`config.mk`:
```
export PLATFORM = sky130hd
export DESIGN_NAME = udma_ctrl_v2
export DESIGN_NICKNAME = d
export VERILOG_FILES = /design/src/rtl/udma_ctrl_v2.sv
export SDC_FILE = /design/constraint.sdc
export NUM_CORES = 1
export LEC_CHECK = 0
export CAP_MARGIN = 20
export CORE_AREA = 2 2 89 176
export CTS_BUF_LIST = sky130_fd_sc_hd__clkbuf_4 sky130_fd_sc_hd__clkbuf_8 sky130_fd_sc_hd__clkbuf_16
export DETAILED_ROUTE_END_ITERATION = 7
export DIE_AREA = 0 0 91 178
export PLACE_DENSITY = 0.72
export SYNTH_ARGS = -nofsm -noshare
export SYNTH_HDL_FRONTEND = slang
export SYNTH_SLANG_ARGS = --single-unit
export TNS_END_PERCENT = 5
```
`constraint.sdc`:
```
create_clock -name clk_i -period 4.1 [get_ports clk_i]
set_input_delay 1.23 -clock clk_i [delete_from_list [all_inputs] [get_ports clk_i]]
set_output_delay 1.23 -clock clk_i [all_outputs]
set_load 0.005 [all_outputs]
```
`src/rtl/udma_ctrl_v2.sv`:
```
// ---------------------------------------------------------------------------
// udma_ctrl_v2
// Second-generation uDMA configuration block. It holds the per-peripheral
// clock-gate and reset controls, the L2 destination byte and a bank of event
// comparators with enables and sticky pending flags.
//
// Ports
//   clk_i, rstn_i        clock, asynchronous active-low reset
//   cfg_*                uDMA cfg bus (word address, 1 = read / 0 = write)
//   rst_value_o          per-peripheral reset pulse (active high)
//   cg_value_o           per-peripheral clock enable (forced on during reset)
//   cg_core_o            OR of all clock enables
//   event_valid_i/data_i incoming event strobe and 8-bit ID
//   event_o              registered one-cycle comparator match pulses
//   l2_dest_o            L2 destination byte
//
// Handshake: both the cfg bus and the event input are valid/ready channels
// whose ready is tied to 1, so a transfer happens on every clk_i edge that
// sees valid high. Reads are combinational and complete in the same cycle;
// writes take effect on the sampling edge.
// ---------------------------------------------------------------------------
module udma_ctrl_v2 #(
  parameter int N_PERIPHS  = 6,
  parameter int N_EVT_CMP  = 4,
  parameter int RST_CYCLES = 4
) (
  input  logic                 clk_i,
  input  logic                 rstn_i,
  input  logic [31:0]          cfg_data_i,
  input  logic [4:0]           cfg_addr_i,
  input  logic                 cfg_valid_i,
  input  logic                 cfg_rwn_i,
  output logic [31:0]          cfg_data_o,
  output logic                 cfg_ready_o,
  output logic [N_PERIPHS-1:0] rst_value_o,
  output logic [N_PERIPHS-1:0] cg_value_o,
  output logic                 cg_core_o,
  input  logic                 event_valid_i,
  input  logic [7:0]           event_data_i,
  output logic                 event_ready_o,
  output logic [N_EVT_CMP-1:0] event_o,
  output logic [7:0]           l2_dest_o
);

  localparam int N_BANKS = N_EVT_CMP / 4;

  localparam logic [4:0] ADDR_CG       = 5'h00;
  localparam logic [4:0] ADDR_CG_SET   = 5'h01;
  localparam logic [4:0] ADDR_CG_CLR   = 5'h02;
  localparam logic [4:0] ADDR_RST      = 5'h03;
  localparam logic [4:0] ADDR_L2_DEST  = 5'h04;
  localparam logic [4:0] ADDR_EVT_EN   = 5'h05;
  localparam logic [4:0] ADDR_EVT_PEND = 5'h06;
  localparam logic [4:0] ADDR_CFG_EVT0 = 5'h08;

  localparam logic [7:0] RST_LOAD = 8'(RST_CYCLES);

  logic [N_PERIPHS-1:0] r_cg;
  logic [7:0]           r_cnt [N_PERIPHS];
  logic [7:0]           r_l2_dest;
  logic [N_EVT_CMP-1:0] r_evt_en;
  logic [N_EVT_CMP-1:0] r_pend;
  logic [7:0]           r_cmp [N_EVT_CMP];
  logic [N_EVT_CMP-1:0] r_event;

  logic                 wr_en;
  logic                 rd_en;
  logic [N_EVT_CMP-1:0] match;
  logic [N_EVT_CMP-1:0] pend_w1c;

  assign wr_en = cfg_valid_i & ~cfg_rwn_i;
  assign rd_en = cfg_valid_i &  cfg_rwn_i;

  assign cfg_ready_o   = 1'b1;
  assign event_ready_o = 1'b1;

  // Clock gates: plain write plus set/clear aliases.
  always_ff @(posedge clk_i or negedge rstn_i) begin
    if (!rstn_i) begin
      r_cg <= '0;
    end else if (wr_en) begin
      if (cfg_addr_i == ADDR_CG)
        r_cg <= cfg_data_i[N_PERIPHS-1:0];
      else if (cfg_addr_i == ADDR_CG_SET)
        r_cg <= r_cg | cfg_data_i[N_PERIPHS-1:0];
      else if (cfg_addr_i == ADDR_CG_CLR)
        r_cg <= r_cg & ~cfg_data_i[N_PERIPHS-1:0];
    end
  end

  // Per-peripheral reset pulse counters. A write reloads (and so extends a
  // running pulse); zero data bits leave their counter running untouched.
  always_ff @(posedge clk_i or negedge rstn_i) begin
    if (!rstn_i) begin
      for (int i = 0; i < N_PERIPHS; i++) r_cnt[i] <= '0;
    end else begin
      for (int i = 0; i < N_PERIPHS; i++) begin
        if (wr_en && (cfg_addr_i == ADDR_RST) && cfg_data_i[i])
          r_cnt[i] <= RST_LOAD;
        else if (r_cnt[i] != 8'd0)
          r_cnt[i] <= r_cnt[i] - 8'd1;
      end
    end
  end

  always_comb begin
    rst_value_o = '0;
    for (int i = 0; i < N_PERIPHS; i++) rst_value_o[i] = (r_cnt[i] != 8'd0);
  end

  assign cg_value_o = r_cg | rst_value_o;
  assign cg_core_o  = |cg_value_o;

  // Scalar configuration: L2 destination, comparator enables and IDs.
  always_ff @(posedge clk_i or negedge rstn_i) begin
    if (!rstn_i) begin
      r_l2_dest <= '0;
      r_evt_en  <= '0;
      for (int i = 0; i < N_EVT_CMP; i++) r_cmp[i] <= '0;
    end else if (wr_en) begin
      if (cfg_addr_i == ADDR_L2_DEST) r_l2_dest <= cfg_data_i[7:0];
      if (cfg_addr_i == ADDR_EVT_EN)  r_evt_en  <= cfg_data_i[N_EVT_CMP-1:0];
      for (int k = 0; k < N_BANKS; k++) begin
        if (cfg_addr_i == ADDR_CFG_EVT0 + 5'(k)) begin
          for (int j = 0; j < 4; j++) r_cmp[4*k+j] <= cfg_data_i[8*j +: 8];
        end
      end
    end
  end

  assign l2_dest_o = r_l2_dest;

  // Comparators use the enables/IDs registered before this edge, so a
  // configuration write only affects events sampled on later edges.
  always_comb begin
    match = '0;
    for (int i = 0; i < N_EVT_CMP; i++)
      match[i] = event_valid_i & r_evt_en[i] & (event_data_i == r_cmp[i]);
  end

  assign pend_w1c = (wr_en && (cfg_addr_i == ADDR_EVT_PEND)) ?
                    cfg_data_i[N_EVT_CMP-1:0] : '0;

  // A match on the same edge as a W1C clear wins (OR applied after clear).
  always_ff @(posedge clk_i or negedge rstn_i) begin
    if (!rstn_i) begin
      r_pend  <= '0;
      r_event <= '0;
    end else begin
      r_pend  <= (r_pend & ~pend_w1c) | match;
      r_event <= match;
    end
  end

  assign event_o = r_event;

  // Combinational read mux; idle bus returns 0.
  always_comb begin
    cfg_data_o = '0;
    if (rd_en) begin
      case (cfg_addr_i)
        ADDR_CG:       cfg_data_o[N_PERIPHS-1:0] = r_cg;
        ADDR_RST:      cfg_data_o[N_PERIPHS-1:0] = rst_value_o;
        ADDR_L2_DEST:  cfg_data_o[7:0]           = r_l2_dest;
        ADDR_EVT_EN:   cfg_data_o[N_EVT_CMP-1:0] = r_evt_en;
        ADDR_EVT_PEND: cfg_data_o[N_EVT_CMP-1:0] = r_pend;
        default: begin
          for (int k = 0; k < N_BANKS; k++) begin
            if (cfg_addr_i == ADDR_CFG_EVT0 + 5'(k)) begin
              for (int j = 0; j < 4; j++) cfg_data_o[8*j +: 8] = r_cmp[4*k+j];
            end
          end
        end
      endcase
    end
  end

endmodule

```
Yosys cells after proc, flatten, opt, wreduce, memory -nomap -nowiden
Cells that the tools add are included.
- bits in registers: 106
- latch bits: 0
- bits in writable memories: 0
- memory bits (read-only): 0
- input port bits: 50
- output and inout port bits: 59
- memories kept: 0
- $add $sub $neg: 6
- $mul: 0
- div/mod/pow operators: 0
- magnitude comparators: 0
- equal/unequal tests: 11
- shift operators: 0
- muxes and demuxes: 22
- bitwise logic cells: 18
- reduce and logical (&&, ||, !) cells: 30
- operator list (operator ; number):
    $mux 8 ; 12
    $mux 32 ; 2
    $reduce_bool 8->1 ; 6
    $sub 8x1->8 const B ; 6
    $eq 8x8->1 ; 4
    $mux 24 ; 1
    $pmux 4 s5 ; 1
    $mux 6 ; 3
    $eq 5x3->1 const B ; 3
    $or 6x6->6 ; 2
    $reduce_bool 2->1 ; 6
    $and 1x1->1 ; 10
    $eq 5x2->1 const B ; 2
    $logic_and 1x1->1 ; 8
    $pmux 2 s4 ; 1
    $reduce_and 2->1 ; 4
    $and 6x6->6 ; 1
    $not 6->6 ; 1
    $reduce_or 6->1 ; 1
    $eq 5x1->1 const B ; 1
    $eq 5x4->1 const B ; 1
    $logic_not 5->1 ; 1
    $reduce_or 5->1 ; 1
    $and 4x4->4 ; 1
    8 further kinds ; 8

Longest topological paths before layout
- depth after elaboration: 7
- mapped depth: 8
- gate-level depth less buffers: 6

Worst setup path before layout
Ideal clock, no wire load.
- kind: input -> output
- from: in cfg_addr_i[3]
- to: out cfg_data_o[0]
- data arrival time: 2.779 ns
- path slack: 0.091 ns
- stages: 6
- path buffers: 2
- cells stage by stage: or2_2 > clkbuf_1 > nor3_1 > clkbuf_1 > a22oi_1 > a211oi_1
- cells in the longest elaborated chain, start to end: 4
- elaborated cells on any way between the ends: 9
- RTL lines (item ; line ; text):
    from (decl) ; 30 ; input logic [4:0] cfg_addr_i,
    $eq 5x4->1 ; 169 ; if (cfg_addr_i == ADDR_CFG_EVT0 + 5'(k)) begin
    $mux 32 ; 169 ;
    $pmux 4 s5 (*) ; 161 ; case (cfg_addr_i)
    $mux 32 (*) ; 160 ; if (rd_en) begin
    to (decl) ; 33 ; output logic [31:0] cfg_data_o,
Every way passes the cells marked *; elsewhere a longest branch is shown, timed or not.

Worst setup path in the final report
- from: reg r_cnt[0] in the netlist's numbering
- to: out cg_core_o
- cells in the longest elaborated chain, start to end: 3
- RTL lines (item ; line ; text):
    from (decl) ; 59 ; logic [7:0] r_cnt [N_PERIPHS];
    from (signal, indexed assignment) ; 101 ; r_cnt[i] <= r_cnt[i] - 8'd1;
    $reduce_bool 8->1 ; 108 ; for (int i = 0; i < N_PERIPHS; i++) rst_value_o[i] = (r_cnt[i] != 8'd0);
    $or 6x6->6 ; 111 ; assign cg_value_o = r_cg | rst_value_o;
    $reduce_or 6->1 ; 112 ; assign cg_core_o = |cg_value_o;
    to (decl) ; 37 ; output logic cg_core_o,
Every way passes these cells.

==> results by group <==
Outcome
  • Status: finished, final reports clean

Worst hold path
  • Hold Crit Depth: 2
  • Hold Path End: r_pend[0]
  • Hold Path Class: reg2reg
  • Min-delay src: r_pend[0]

Timing
  • Relative slew margins: 0.5269
  • Final count of hold timing violations: 0
  • Setup total negative slack: 0 ps
  • Tightest Pin Transition: approximately 710 ps
  • Share of the clock period used by the worst path after layout: 0.9989
  • Post-layout min period: a little over 4000 ps
  • Worst path setup slack after routing: 4.642 ps
  • Count of final max-slew check failures: 0
  • Unrepaired setup endpoints after global routing: true
  • Count of final setup violators: 0
  • Clock skew after layout: around 8.7 ps
  • Fmax achieved: between 200 and 250 MHz

Die
  • Initial core utilization: 0.3927
  • Die area: approximately 16,000 sq um
  • Die width: approximately 91 um
  • Count of pins on the block boundary: 109
  • Floorplan die height: 178 um
  • Number of cell rows: 63
  • Core Box Area: around 15,000 sq um

Global route
  • Wire length of the first global-routing pass: about 27,000 um
  • Most used routing layer in global routing: met2
  • Aggregate global-route resource usage: 0.2115
  • Met1 usage in global routing: 0.1988
  • Antenna violations before repair: 0
  • Remaining Overflow, GRT: 0
  • Global-route track usage on met3: 0.03633
  • Maximum number of pins on one net before global-route repair: between 50 and 60
  • Number of global-route vias before repair: approximately 5,300
  • GR Layer Usage met2: 0.4231

Worst setup path
  • Largest stage delay, worst path: around 490 ps
  • Reg2Reg Setup Slack: between 2000 and 2500 ps
  • Req. time, crit path: about 2900 ps
  • Category of the most critical setup path: reg2out
  • Critical path endpoint category: primary output
  • First element of the critical path: r_cnt[0]
  • Signal arrival time at the worst endpoint: approximately 2900 ps
  • Startpoint types: flop
  • Critical path, cell by cell: inv_1 -> ha_2 -> or4b_4 -> or4_4 -> nor4_4 -> or4b_1 -> dlygate4sd2_1
  • Buffers and inverters on the worst path: 2
  • Max stage delay cell, worst path: sky130_fd_sc_hd__or4b_4
  • Worst r2r src: r_cnt[0]
  • Number of cells on the critical path: 7
  • Endpoint of the worst register-to-register path: r_cnt[0]
  • Largest fanout of any net on the critical path: 5
  • Cell type group with the largest total delay on the critical path: simple AND/OR/NAND/NOR gates
  • Worst R2R Path Depth: 7

Clock network
  • Clock tree buffer depth: 2
  • CTS H-tree lvls: 3
  • Number of clock buffers inserted by TritonCTS: 9
  • Clock transition at the registers of the reported paths: about 70 ps
  • Post-cts hold buffer count: 0
  • Root buf cell: sky130_fd_sc_hd__clkbuf_16
  • Clock latency reported for the late side of the worst-skew pair: 340 ps
  • Clock tree from TritonCTS: built
  • Number of sinks driven by the clock tree: between 100 and 150

Synth
  • YS warnings: 0
  • Area of the mapped netlist: just under 6000 sq um
  • Proportion of synthesized flip-flops having asynchronous set or reset: 1.000
  • Number of synthesized register bits: approximately 110
  • Mean instance size in the synthesized netlist: approximately 10 sq um
  • Portion of the post-synthesis area used by sequential elements: 0.4558
  • Number of synthesized flops with an enable pin: 0
  • Count of mapped cells out of synthesis: 570
  • Primary FF master, synth: sky130_fd_sc_hd__dfrtp_1
  • Post-synth cell types: 59

Routing
  • Via count of the routed design: 4,856
  • Via-to-Cell Ratio: approximately 5.4
  • Average routed wire per standard cell: roughly 18 um
  • Total detailed-routing wirelength: ~17,000 um
  • Iteration count of the initial detailed-routing pass: 4
  • Remaining design rule violation count: 0
  • Drt first-iter violations: 227
  • Count of nets left with antenna violations after detail routing: 0

Final layout
  • Post-layout instance area: 7812 sq um
  • Ant diodes: 0
  • Final core utilization: 0.5272
  • Final Non-Filler Cells: just over 900
  • Fraction of final layout cells with drive strength greater than 1: 0.2236
  • Fill cell total of the finished layout: between 1,000 and 1,500
  • Number of nets in the layout: between 700 and 800
  • Post-synthesis to final-layout area growth: 34.25%

Placement
  • Pre-CTS setup slack: -899.3 ps
  • Half-perimeter wire length after detailed placement: between 10,000 and 15,000 um
  • Final weighted congestion in routability-driven placement: slightly below 0.9
  • Placed Cells: between 800 and 900
  • Count of input and output buffers: 106
  • Instance area at placement: between 7000 and 8000 sq um

Pwr
  • Total leakage power: roughly 3.4 nW
  • Pwr dens: between 400 and 500 nW/um^2
  • Worst IR drop on VDD: 0.0002359 V

Run
  • Max_cap viols: 0
[metrics by stage]
step                total power, mW  hold WS, ps
floorplan                     2.446        477.0
global placement              2.772        504.0
detailed placement            2.862        518.1
CTS                           3.824        534.6
global route                  4.070        561.1
finish                        3.809        536.8
[placed cells by master (no fill, tap or decap), types with 4 or more instances in the layout]
cell                              instances
sky130_fd_sc_hd__a31oi_1                  5
sky130_fd_sc_hd__xnor2_1                 45
sky130_fd_sc_hd__dfrtp_1                106
sky130_fd_sc_hd__buf_4                   48
sky130_fd_sc_hd__nor4_1                   8
sky130_fd_sc_hd__nor2b_1                 10
sky130_fd_sc_hd__nand4_1                  6
sky130_fd_sc_hd__or2_2                    6
sky130_fd_sc_hd__and2_1                  25
sky130_fd_sc_hd__nand3_1                  9
sky130_fd_sc_hd__a22o_1                   6
sky130_fd_sc_hd__mux2_2                  45
sky130_fd_sc_hd__nand2_1                  9
sky130_fd_sc_hd__clkbuf_16                9
sky130_fd_sc_hd__nand2b_1                 8
sky130_fd_sc_hd__a211oi_1                12
sky130_fd_sc_hd__a211o_1                  5
sky130_fd_sc_hd__o21ai_0                 15
sky130_fd_sc_hd__nor3_1                  17
sky130_fd_sc_hd__ha_1                     6
sky130_fd_sc_hd__o211ai_1                 4
sky130_fd_sc_hd__mux2i_1                 11
sky130_fd_sc_hd__nor2_1                  48
sky130_fd_sc_hd__inv_1                   20
sky130_fd_sc_hd__clkdlybuf4s50_1         66
sky130_fd_sc_hd__or4_1                    4
sky130_fd_sc_hd__xor2_1                   6
sky130_fd_sc_hd__or3_1                    7
sky130_fd_sc_hd__a21oi_1                 25
sky130_fd_sc_hd__dlygate4sd2_1           31
sky130_fd_sc_hd__and3_1                   6
[registers in the layout, summed over array words and instances (netlist names), named ones only]
register	flops
l2_dest_o	8
r_pend	4
r_evt_en	4
r_cmp	32
r_cnt	48
event_o	4
[cell usage after synthesis (3+ instances only)]
master                     number  area [sq um]
sky130_fd_sc_hd__and3_1         8         50.05
sky130_fd_sc_hd__or4_1          5         37.54
sky130_fd_sc_hd__nor2_1        50         187.7
sky130_fd_sc_hd__o21ai_0       15         75.07
sky130_fd_sc_hd__a211o_1        5         43.79
sky130_fd_sc_hd__a211oi_1      15         112.6
sky130_fd_sc_hd__xor2_1         6         52.55
sky130_fd_sc_hd__nand2b_1       8         50.05
sky130_fd_sc_hd__o31ai_1        3         22.52
sky130_fd_sc_hd__or3b_2         4         35.03
sky130_fd_sc_hd__ha_1           8         100.1
sky130_fd_sc_hd__buf_2          3         15.01
sky130_fd_sc_hd__a22oi_1        3         22.52
sky130_fd_sc_hd__a22o_1         6         52.55
sky130_fd_sc_hd__or3_1          7         43.79
sky130_fd_sc_hd__nand3_1        9         45.04
sky130_fd_sc_hd__dfrtp_1      106          2653
sky130_fd_sc_hd__a21oi_1       25         125.1
sky130_fd_sc_hd__mux2i_1       11         110.1
sky130_fd_sc_hd__nor2b_1       11         68.82
sky130_fd_sc_hd__or2_2          7         43.79
sky130_fd_sc_hd__nor3b_1        5         37.54
sky130_fd_sc_hd__buf_6          3         33.78
sky130_fd_sc_hd__mux2_2        45         506.7
sky130_fd_sc_hd__nand4_1        6         37.54
sky130_fd_sc_hd__nor4_1         8         50.05
sky130_fd_sc_hd__nand2_1        9         33.78
sky130_fd_sc_hd__nor3_1        19         95.09
sky130_fd_sc_hd__and2_1        25         156.4
sky130_fd_sc_hd__clkbuf_1      27         101.4
sky130_fd_sc_hd__xnor2_1       46         402.9
sky130_fd_sc_hd__inv_1         21         78.83
sky130_fd_sc_hd__o211ai_1       4         30.03
sky130_fd_sc_hd__a31oi_1        5         31.28
[area by class of cell]
cell class / instances / area [sq um] / area share
multi-input combinational: 408 / 3034 / 0.3884
clock inverter: 5 / 85.08 / 0.01089
sequential: 106 / 2653 / 0.3395
clock buffer: 11 / 240.2 / 0.03075
inverter: 21 / 78.83 / 0.01009
tap: 195 / 244.0 / 0.03123
timing repair buffer: 160 / 1478 / 0.1891
[report_power, final]
group,switching (mW),total [mW],internal [mW]
sequential,0.341,1.70,1.36
combinational,0.550,1.18,0.627
clock,0.381,0.934,0.554
[worst register-to-register path: cells and delay by family, from the launching register on]
family        cells  cell delay (ps)
flops             1              380
xor+xnor          1              130
simple gates      3             1000
fa+ha+maj         1              180
buf+inv           2              270
[cell families after synthesis]
kind of cell	Yosys count	synth area share
simple gates	199	0.1959
flops	106	0.4558
compound gates	91	0.1036
buf+inv	57	0.04257
mux	56	0.1060
xor+xnor	52	0.07826
fa+ha+maj	8	0.01720
other cells	1	0.0006444
[how the worst max path moves through the flow]
stage | slack (ps) | endpoint
finish | 5 | cg_core_o
global route | -70 | cg_core_o
CTS | -30 | cg_core_o
detailed placement | -900 | cfg_data_o[4]
global placement | -910 | cfg_data_o[4]
floorplan | 90 | cfg_data_o[0]
[metal layers]
metal | share of wire | up-vias | wire length (um)
met2 | 0.59 | 132 | 9752
met3 | 0.036 | 36 | 596
met5 | 0 | - | 0
met1 | 0.33 | 2412 | 5564
li1 | - | 2276 | -
met4 | 0.045 | 0 | 748
[repair_timing]
action	in CTS	in global routing
buffers inserted	7	0
pin swaps	8	2
cloned	1	0
endpoints found under the setup margin	34	32
gates resized for setup	72	12
endpoints found under the hold margin	0	0
(Power assumes the default switching activity.)
